## src/rtl/vdma_video_pkg.sv

```systemverilog
// Shared definitions for the VDMA video output path: default raster timing,
// stream FIFO entry layout and lock state encoding.
package vdma_video_pkg;

    localparam int DSIZE_DEF    = 24;
    localparam int H_ACTIVE_DEF = 1920;
    localparam int H_FP_DEF     = 88;
    localparam int H_SYNC_DEF   = 44;
    localparam int H_BP_DEF     = 148;
    localparam int V_ACTIVE_DEF = 1080;
    localparam int V_FP_DEF     = 4;
    localparam int V_SYNC_DEF   = 5;
    localparam int V_BP_DEF     = 36;
    localparam int FIFO_DEPTH_DEF = 16;

    localparam int H_TOTAL_DEF = H_ACTIVE_DEF + H_FP_DEF + H_SYNC_DEF + H_BP_DEF;
    localparam int V_TOTAL_DEF = V_ACTIVE_DEF + V_FP_DEF + V_SYNC_DEF + V_BP_DEF;

    localparam int CNT_W = 16;

    localparam int TUSER_BIT_DEF = DSIZE_DEF;
    localparam int TLAST_BIT_DEF = DSIZE_DEF + 1;

    // FIFO entry is {tlast, tuser, tdata}
    function automatic int tuser_bit(input int dsize);
        return dsize;
    endfunction

    function automatic int tlast_bit(input int dsize);
        return dsize + 1;
    endfunction

    localparam logic SEARCH = 1'b0;
    localparam logic RUN    = 1'b1;

    typedef enum logic {
        ST_SEARCH = SEARCH,
        ST_RUN    = RUN
    } state_t;

endpackage

```

## src/rtl/axis_sync_fifo.sv

```systemverilog
// Single-clock FIFO between the stream sink and the raster pop side.
// Flush has priority over push and pop; push on full is taken only with a pop.
module axis_sync_fifo #(
    parameter int DSIZE = 26,
    parameter int DEPTH = 16
) (
    input  logic                     clock,
    input  logic                     rst_n,
    input  logic                     push,
    input  logic                     pop,
    input  logic                     flush,
    input  logic [DSIZE-1:0]         din,
    output logic [DSIZE-1:0]         dout,
    output logic                     full,
    output logic                     empty,
    output logic [$clog2(DEPTH):0]   count
);

    localparam int AW  = $clog2(DEPTH);
    localparam int FCW = AW + 1;

    logic [DSIZE-1:0] mem [DEPTH];
    logic [AW-1:0]    wr_ptr;
    logic [AW-1:0]    rd_ptr;
    logic             do_push;
    logic             do_pop;

    assign empty   = (count == '0);
    assign full    = (count == FCW'(DEPTH));
    assign do_pop  = pop && !empty;
    assign do_push = push && (!full || do_pop);
    assign dout    = mem[rd_ptr];

    always_ff @(posedge clock or negedge rst_n) begin
        if (!rst_n) begin
            wr_ptr <= '0;
            rd_ptr <= '0;
            count  <= '0;
        end else if (flush) begin
            wr_ptr <= '0;
            rd_ptr <= '0;
            count  <= '0;
        end else begin
            if (do_push)
                wr_ptr <= wr_ptr + AW'(1);
            if (do_pop)
                rd_ptr <= rd_ptr + AW'(1);
            if (do_push && !do_pop)
                count <= count + FCW'(1);
            else if (!do_push && do_pop)
                count <= count - FCW'(1);
        end
    end

    always_ff @(posedge clock) begin
        if (do_push && !flush)
            mem[wr_ptr] <= din;
    end

endmodule

```

## src/rtl/axis_to_native.sv

```systemverilog
// AXI4-Stream video sink driving native parallel video from a free-running
// raster generator; locks to the stream at a frame boundary.
//
//   state     | meaning
//   ----------+------------------------------------------------------------
//   ST_SEARCH | drop beats until SOF, buffer from SOF, wait for frame end
//   ST_RUN    | pop one entry per active pixel, check SOF/EOL alignment
module axis_to_native
    import vdma_video_pkg::*;
#(
    parameter int DSIZE      = DSIZE_DEF,
    parameter int H_ACTIVE   = H_ACTIVE_DEF,
    parameter int H_FP       = H_FP_DEF,
    parameter int H_SYNC     = H_SYNC_DEF,
    parameter int H_BP       = H_BP_DEF,
    parameter int V_ACTIVE   = V_ACTIVE_DEF,
    parameter int V_FP       = V_FP_DEF,
    parameter int V_SYNC     = V_SYNC_DEF,
    parameter int V_BP       = V_BP_DEF,
    parameter int FIFO_DEPTH = FIFO_DEPTH_DEF
) (
    input  logic             clock,
    input  logic             rst_n,
    input  logic             enable,
    input  logic [DSIZE-1:0] axi_tdata,
    input  logic             axi_tvalid,
    output logic             axi_tready,
    input  logic             axi_tuser,
    input  logic             axi_tlast,
    output logic             vsync,
    output logic             hsync,
    output logic             de,
    output logic [DSIZE-1:0] odata,
    output logic             locked,
    output logic             sync_err
);

    localparam int H_TOTAL   = H_ACTIVE + H_FP + H_SYNC + H_BP;
    localparam int V_TOTAL   = V_ACTIVE + V_FP + V_SYNC + V_BP;
    localparam int EW        = DSIZE + 2;
    localparam int FCW       = $clog2(FIFO_DEPTH) + 1;
    localparam int TUSER_BIT = tuser_bit(DSIZE);
    localparam int TLAST_BIT = tlast_bit(DSIZE);

    localparam logic [CNT_W-1:0] H_LAST = CNT_W'(H_TOTAL - 1);
    localparam logic [CNT_W-1:0] V_LAST = CNT_W'(V_TOTAL - 1);
    localparam logic [CNT_W-1:0] H_ACT  = CNT_W'(H_ACTIVE);
    localparam logic [CNT_W-1:0] V_ACT  = CNT_W'(V_ACTIVE);
    localparam logic [CNT_W-1:0] H_EOL  = CNT_W'(H_ACTIVE - 1);
    localparam logic [CNT_W-1:0] HS_BEG = CNT_W'(H_ACTIVE + H_FP);
    localparam logic [CNT_W-1:0] HS_END = CNT_W'(H_ACTIVE + H_FP + H_SYNC);
    localparam logic [CNT_W-1:0] VS_BEG = CNT_W'(V_ACTIVE + V_FP);
    localparam logic [CNT_W-1:0] VS_END = CNT_W'(V_ACTIVE + V_FP + V_SYNC);

    state_t           state;
    logic             wr_gate;
    logic [CNT_W-1:0] hcnt;
    logic [CNT_W-1:0] vcnt;

    logic [EW-1:0]    fifo_din;
    logic [EW-1:0]    fifo_dout;
    logic             fifo_full;
    logic             fifo_empty;
    logic             fifo_push;
    logic             fifo_pop;
    logic [FCW-1:0]   fifo_count;

    logic act;
    logic frame_end;
    logic pop_req;
    logic bad_sof;
    logic bad_eol;
    logic pix_err;

    assign act       = (hcnt < H_ACT) && (vcnt < V_ACT);
    assign frame_end = (hcnt == H_LAST) && (vcnt == V_LAST);
    assign pop_req   = (state == ST_RUN) && act && enable;

    assign bad_sof = fifo_dout[TUSER_BIT] != ((hcnt == '0) && (vcnt == '0));
    assign bad_eol = fifo_dout[TLAST_BIT] != (hcnt == H_EOL);
    assign pix_err = pop_req && (fifo_empty || bad_sof || bad_eol);
    assign fifo_pop = pop_req && !fifo_empty;

    // Before SOF has been seen every beat is taken and thrown away.
    assign axi_tready = (state == ST_RUN || wr_gate) ? !fifo_full : 1'b1;
    assign fifo_push  = axi_tvalid && axi_tready && (wr_gate || axi_tuser);
    assign fifo_din   = {axi_tlast, axi_tuser, axi_tdata};

    axis_sync_fifo #(
        .DSIZE (EW),
        .DEPTH (FIFO_DEPTH)
    ) u_fifo (
        .clock (clock),
        .rst_n (rst_n),
        .push  (fifo_push),
        .pop   (fifo_pop),
        .flush (pix_err),
        .din   (fifo_din),
        .dout  (fifo_dout),
        .full  (fifo_full),
        .empty (fifo_empty),
        .count (fifo_count)
    );

    always_ff @(posedge clock or negedge rst_n) begin
        if (!rst_n) begin
            hcnt <= '0;
            vcnt <= '0;
        end else if (enable) begin
            if (hcnt == H_LAST) begin
                hcnt <= '0;
                vcnt <= (vcnt == V_LAST) ? '0 : vcnt + CNT_W'(1);
            end else begin
                hcnt <= hcnt + CNT_W'(1);
            end
        end
    end

    always_ff @(posedge clock or negedge rst_n) begin
        if (!rst_n) begin
            state    <= ST_SEARCH;
            wr_gate  <= 1'b0;
            locked   <= 1'b0;
            sync_err <= 1'b0;
            hsync    <= 1'b0;
            vsync    <= 1'b0;
            de       <= 1'b0;
            odata    <= '0;
        end else begin
            sync_err <= pix_err;
            case (state)
                ST_SEARCH: begin
                    if (fifo_push)
                        wr_gate <= 1'b1;
                    if (frame_end && enable && fifo_count >= FCW'(2)) begin
                        state  <= ST_RUN;
                        locked <= 1'b1;
                    end
                end
                ST_RUN: begin
                    if (pix_err) begin
                        state   <= ST_SEARCH;
                        locked  <= 1'b0;
                        wr_gate <= 1'b0;
                    end
                end
                default: begin
                    state   <= ST_SEARCH;
                    locked  <= 1'b0;
                    wr_gate <= 1'b0;
                end
            endcase
            // A paused raster holds every video output, including a high de.
            if (enable) begin
                hsync <= (hcnt >= HS_BEG) && (hcnt < HS_END);
                vsync <= (vcnt >= VS_BEG) && (vcnt < VS_END);
                de    <= act && (state == ST_RUN);
                odata <= (pop_req && !pix_err) ? fifo_dout[DSIZE-1:0] : '0;
            end
        end
    end

endmodule

```

## config.mk

```make
export PLATFORM = sky130hd
export DESIGN_NAME = axis_to_native
export DESIGN_NICKNAME = d
export VERILOG_FILES = /design/src/rtl/vdma_video_pkg.sv /design/src/rtl/axis_sync_fifo.sv /design/src/rtl/axis_to_native.sv
export SDC_FILE = /design/constraint.sdc
export NUM_CORES = 1
export LEC_CHECK = 0
export CAP_MARGIN = 5
export CORE_MARGIN = 2
export CORE_UTILIZATION = 45
export CTS_CLUSTER_SIZE = 24
export DETAILED_ROUTE_END_ITERATION = 8
export PLACE_DENSITY = 0.63
export SYNTH_ARGS = -nofsm -noshare
export SYNTH_HDL_FRONTEND = slang
export SYNTH_HIERARCHICAL = 1
export SYNTH_SLANG_ARGS = --single-unit
```

## constraint.sdc

```tcl
create_clock -name clock -period 5.4 [get_ports clock]
set_input_delay 0.54 -clock clock [delete_from_list [all_inputs] [get_ports clock]]
set_output_delay 0.54 -clock clock [all_outputs]
set_load 0.01 [all_outputs]
```

==> metrics.csv <==
stage;metric;value;unit
global_route;met3 usage in global routing;0.0312;
sta;Fin. Hold Viols;0;
clocking;clk sink count;492;
sta;Slew HR;0.347;
route;router iterations before antenna repair;6;
setup_path;critical path startpoint category;flip-flop;
global_route;grt total ovfl;0;
clocking;CTS clk-pin slew, worst paths;60;ps
route;drt via density;5.72;
power;maximum vdd drop;0.319;mV
setup_path;worst path cell trace;or4_1 -> nor2_1 -> nand4_1 -> nor2_1 -> nor2b_1 -> a21boi_1 -> nand2_1 -> nor2_4;
setup_path;CP dominant cell by count;nor2_1;
global_route;grt met1 use;0.283;
sta;clock skew;42.1;ps
final_layout;final core utilization;0.521;
die;Die ar.;45000;µm²
clocking;Root Buffer;clkbuf_16;
route;wire per inst;23.6;µm
die;Die X;212;µm
synth;top_reg_cell synth;edfxtp_1;
setup_path;Worst Path Arrival;4280;ps
min_path;HP Class;in2async;
sta;Max Freq;246;MHz
die;row cnt;76;
synth;Post-Syn Area;19500;µm²
placed_design;Placed Instances;1638;
synth;EDFF count, synth;416;
power;Leak;0.00731;µW
sta;Tmin final;4060;ps
final_layout;FF/Latch Area;14400;µm²
clocking;Num CTS Buffers;49;
route;Detail Route Antenna Nets;0;
clocking;CTS H-Tree Depth;2;
power;Power Dens Cells;392;nW/µm²
final_layout;Final Non-Filler Cells;1729;
synth;Avg Cell Area, Syn;18.9;µm²
global_route;largest net degree at the start of global routing;46;
sta;endpoints failing setup;0;
setup_path;worst path required time;5620;ps
final_layout;layout cells sized above 1;0.195;
die;core box area;42900;µm²
synth;syn nets;1077;
synth;Async SR Flop Fraction;0.154;
global_route;first-pass GRT wire length;61900;µm
clocking;Clock Path Buffers;3;
setup_path;critical path endpoint category;flip-flop;
route;DRT Wirelength;40800;µm
die;Initial Util;0.454;
global_route;gr usage total;0.188;
setup_path;critical path class;reg2reg;
route;Starting DRT DRC Count;963;
synth;Unique masters post-synth;61;
setup_path;slowest stage delay, CP;850;ps
global_route;antenna violations before repair;0;
clocking;Setup Buffers After CTS;0;
final_layout;filler cell count;3422;
placed_design;number of I/O port buffers;59;
sta;RSZ-0062 raised after global routing;no;
sta;count of pins over their slew limit;0;
global_route;GR Util met2;0.284;
synth;YS warnings;6;
setup_path;Critical Path Fanout Max;26;
clocking;Clk Latency, worst-skew pair;610;ps
global_route;GRT busiest layer;met2;
route;total number of vias;9882;
final_layout;Antenna Diode Count;0;
global_route;vias in the first global route;9905;
synth;Synth Register Bits;492;
sta;Slew @ Worst Pin;978;ps
sta;final setup TNS;0;ps
final_layout;multi-input logic area;4920;µm²
die;Die Ht;212;µm
sta;fin crit share;0.752;
route;Post-route DRC;0;
run;MaxCap Viol Count;0;
placed_design;DP HPWL;24800;µm
synth;Cells after Synth;1032;
final_layout;layout net count;1150;
synth;sequential share of the synthesized area;0.739;
clocking;CTS tree;built;
die;num ports;60;
final_layout;synth-to-layout area growth;14.6;%
setup_path;CP max stage cell;nor2_4;
status;status;finished, final reports clean;
placed_design;GP Congestion;0.832;
[path summary, 6_finish.rpt]
check                      cells past startpoint  slack (ps)                 to     start
max                                            8        1340  u_fifo/mem[13][6]  hcnt[14]
min                                            2         420            hcnt[5]     rst_n
max reg2reg                                    8        1340  u_fifo/mem[13][6]  hcnt[14]
min reg2reg                                    1         470           hcnt[15]  hcnt[15]
max in group asynchronous                      3        3890   u_fifo/rd_ptr[0]     rst_n
min in group clock                             1         470           hcnt[15]  hcnt[15]
[Yosys cell counts, drive strengths merged (2+ instances only)]
| cell type | instances | area share |
|---|---|---|
| edfxtp | 416 | 0.64 |
| mux4 | 104 | 0.12 |
| dfrtp | 76 | 0.098 |
| nand2 | 53 | 0.010 |
| a22oi | 52 | 0.020 |
| nor2 | 48 | 0.0093 |
| clkbuf | 28 | 0.0054 |
| a22o | 24 | 0.011 |
| buf | 22 | 0.0064 |
| o21ai | 22 | 0.0057 |
| inv | 19 | 0.0037 |
| nand3 | 16 | 0.0041 |
| nand4 | 16 | 0.0051 |
| xor2 | 16 | 0.0072 |
| ha | 14 | 0.0090 |
| xnor2 | 14 | 0.0063 |
| and3 | 10 | 0.0032 |
| nor2b | 6 | 0.0019 |
| nor3 | 6 | 0.0015 |
| nor4 | 6 | 0.0038 |
| or3 | 6 | 0.0020 |
| a21oi | 5 | 0.0013 |
| and2 | 5 | 0.0018 |
| o211ai | 4 | 0.0015 |
| or4 | 4 | 0.0021 |
| a31oi | 3 | 0.00096 |
| and4 | 3 | 0.0013 |
| mux2i | 3 | 0.0015 |
| nand3b | 3 | 0.0012 |
| nand4b | 3 | 0.0013 |
| o31ai | 3 | 0.0012 |
| nand2b | 2 | 0.00064 |
| nor3b | 2 | 0.0010 |
| o21a | 2 | 0.00077 |
| o21bai | 2 | 0.0013 |
[metrics by stage]
step / setup slack [ps] / hold WS, ps / power (µW) / cell area [µm²]
final: 1340 / 418 / 8750 / 22300
after global routing: 1030 / 450 / 9090 / 22300
after CTS: 1290 / 406 / 8850 / 22300
after detailed placement: 917 / 454 / 5610 / 20800
after global placement: 1010 / 458 / 5580 / 20800
after floorplan: 1400 / 244 / 5230 / 19500
[area by class of cell]
type	instances	area share
Clock inverter	22	0.00936
Tap cell	585	0.0328
Multi-Input combinational cell	471	0.220
Inverter	19	0.00319
Clock buffer	68	0.0586
Timing Repair Buffer	72	0.0308
Sequential cell	492	0.645
[state kept, by name, indices dropped and copies added, names as in the netlist, 4 cells and up]
| signal | flops |
|---|---|
| u_fifo/count | 5 |
| odata | 24 |
| u_fifo/mem | 416 |
| vcnt | 16 |
| u_fifo/rd_ptr | 4 |
| u_fifo/wr_ptr | 4 |
| hcnt | 16 |
[cell usage in the layout, fill, tap and decap left out, drive strengths merged, types with 4 or more instances in the layout]
cell type,instances
a21oi,5
a22o,24
a22oi,52
and2,5
and3,10
buf,13
clkbuf,68
clkdlybuf4s50,58
clkinv,14
clkinvlp,4
dfrtp,76
edfxtp,416
ha,14
inv,21
mux4,104
nand2,53
nand3,16
nand4,16
nor2,48
nor2b,6
nor3,6
nor4,6
o211ai,4
o21ai,22
or3,6
or4,4
xnor2,14
xor2,16
[report_power, final]
part / switching [µW] / leakage, µW / internal, µW / total, µW
combinational: 564 / 0.00182 / 275 / 839
sequential: 168 / 0.00476 / 4520 / 4690
clock: 1410 / 0.000728 / 1800 / 3220
total: 2150 / 0.00731 / 6600 / 8750
[worst max-delay path, delay by kind of cell (launching register included)]
kind / cells / cell delay (ps)
AND/OR/NAND/NOR: 7 / 2840
AO/OA/AOI/OAI: 1 / 440
flip-flops: 1 / 400
[logic make-up after synthesis]
kind of cell,after synthesis,share of synthesized area
AOI/OAI and AO/OA,127,0.0483
adders and majority gates,15,0.0100
buffers and inverters,69,0.0155
xor gates and xnor gates,30,0.0135
muxes,107,0.122
and+or+nand+nor,192,0.0518
DFF,492,0.739
[repair_timing]
action                                 CTS  global route
endpoints found under the hold margin   31             0
hold buffers                             1             0
gates resized for setup                  0             0
[per-layer routing]
layer  part of all wire  wire length [µm]
met5                  0                 0
met1               0.46             18800
met3              0.054              2190
met4              0.024               961
met2               0.46             18900
No activity file was read; power rests on OpenSTA's default activity.
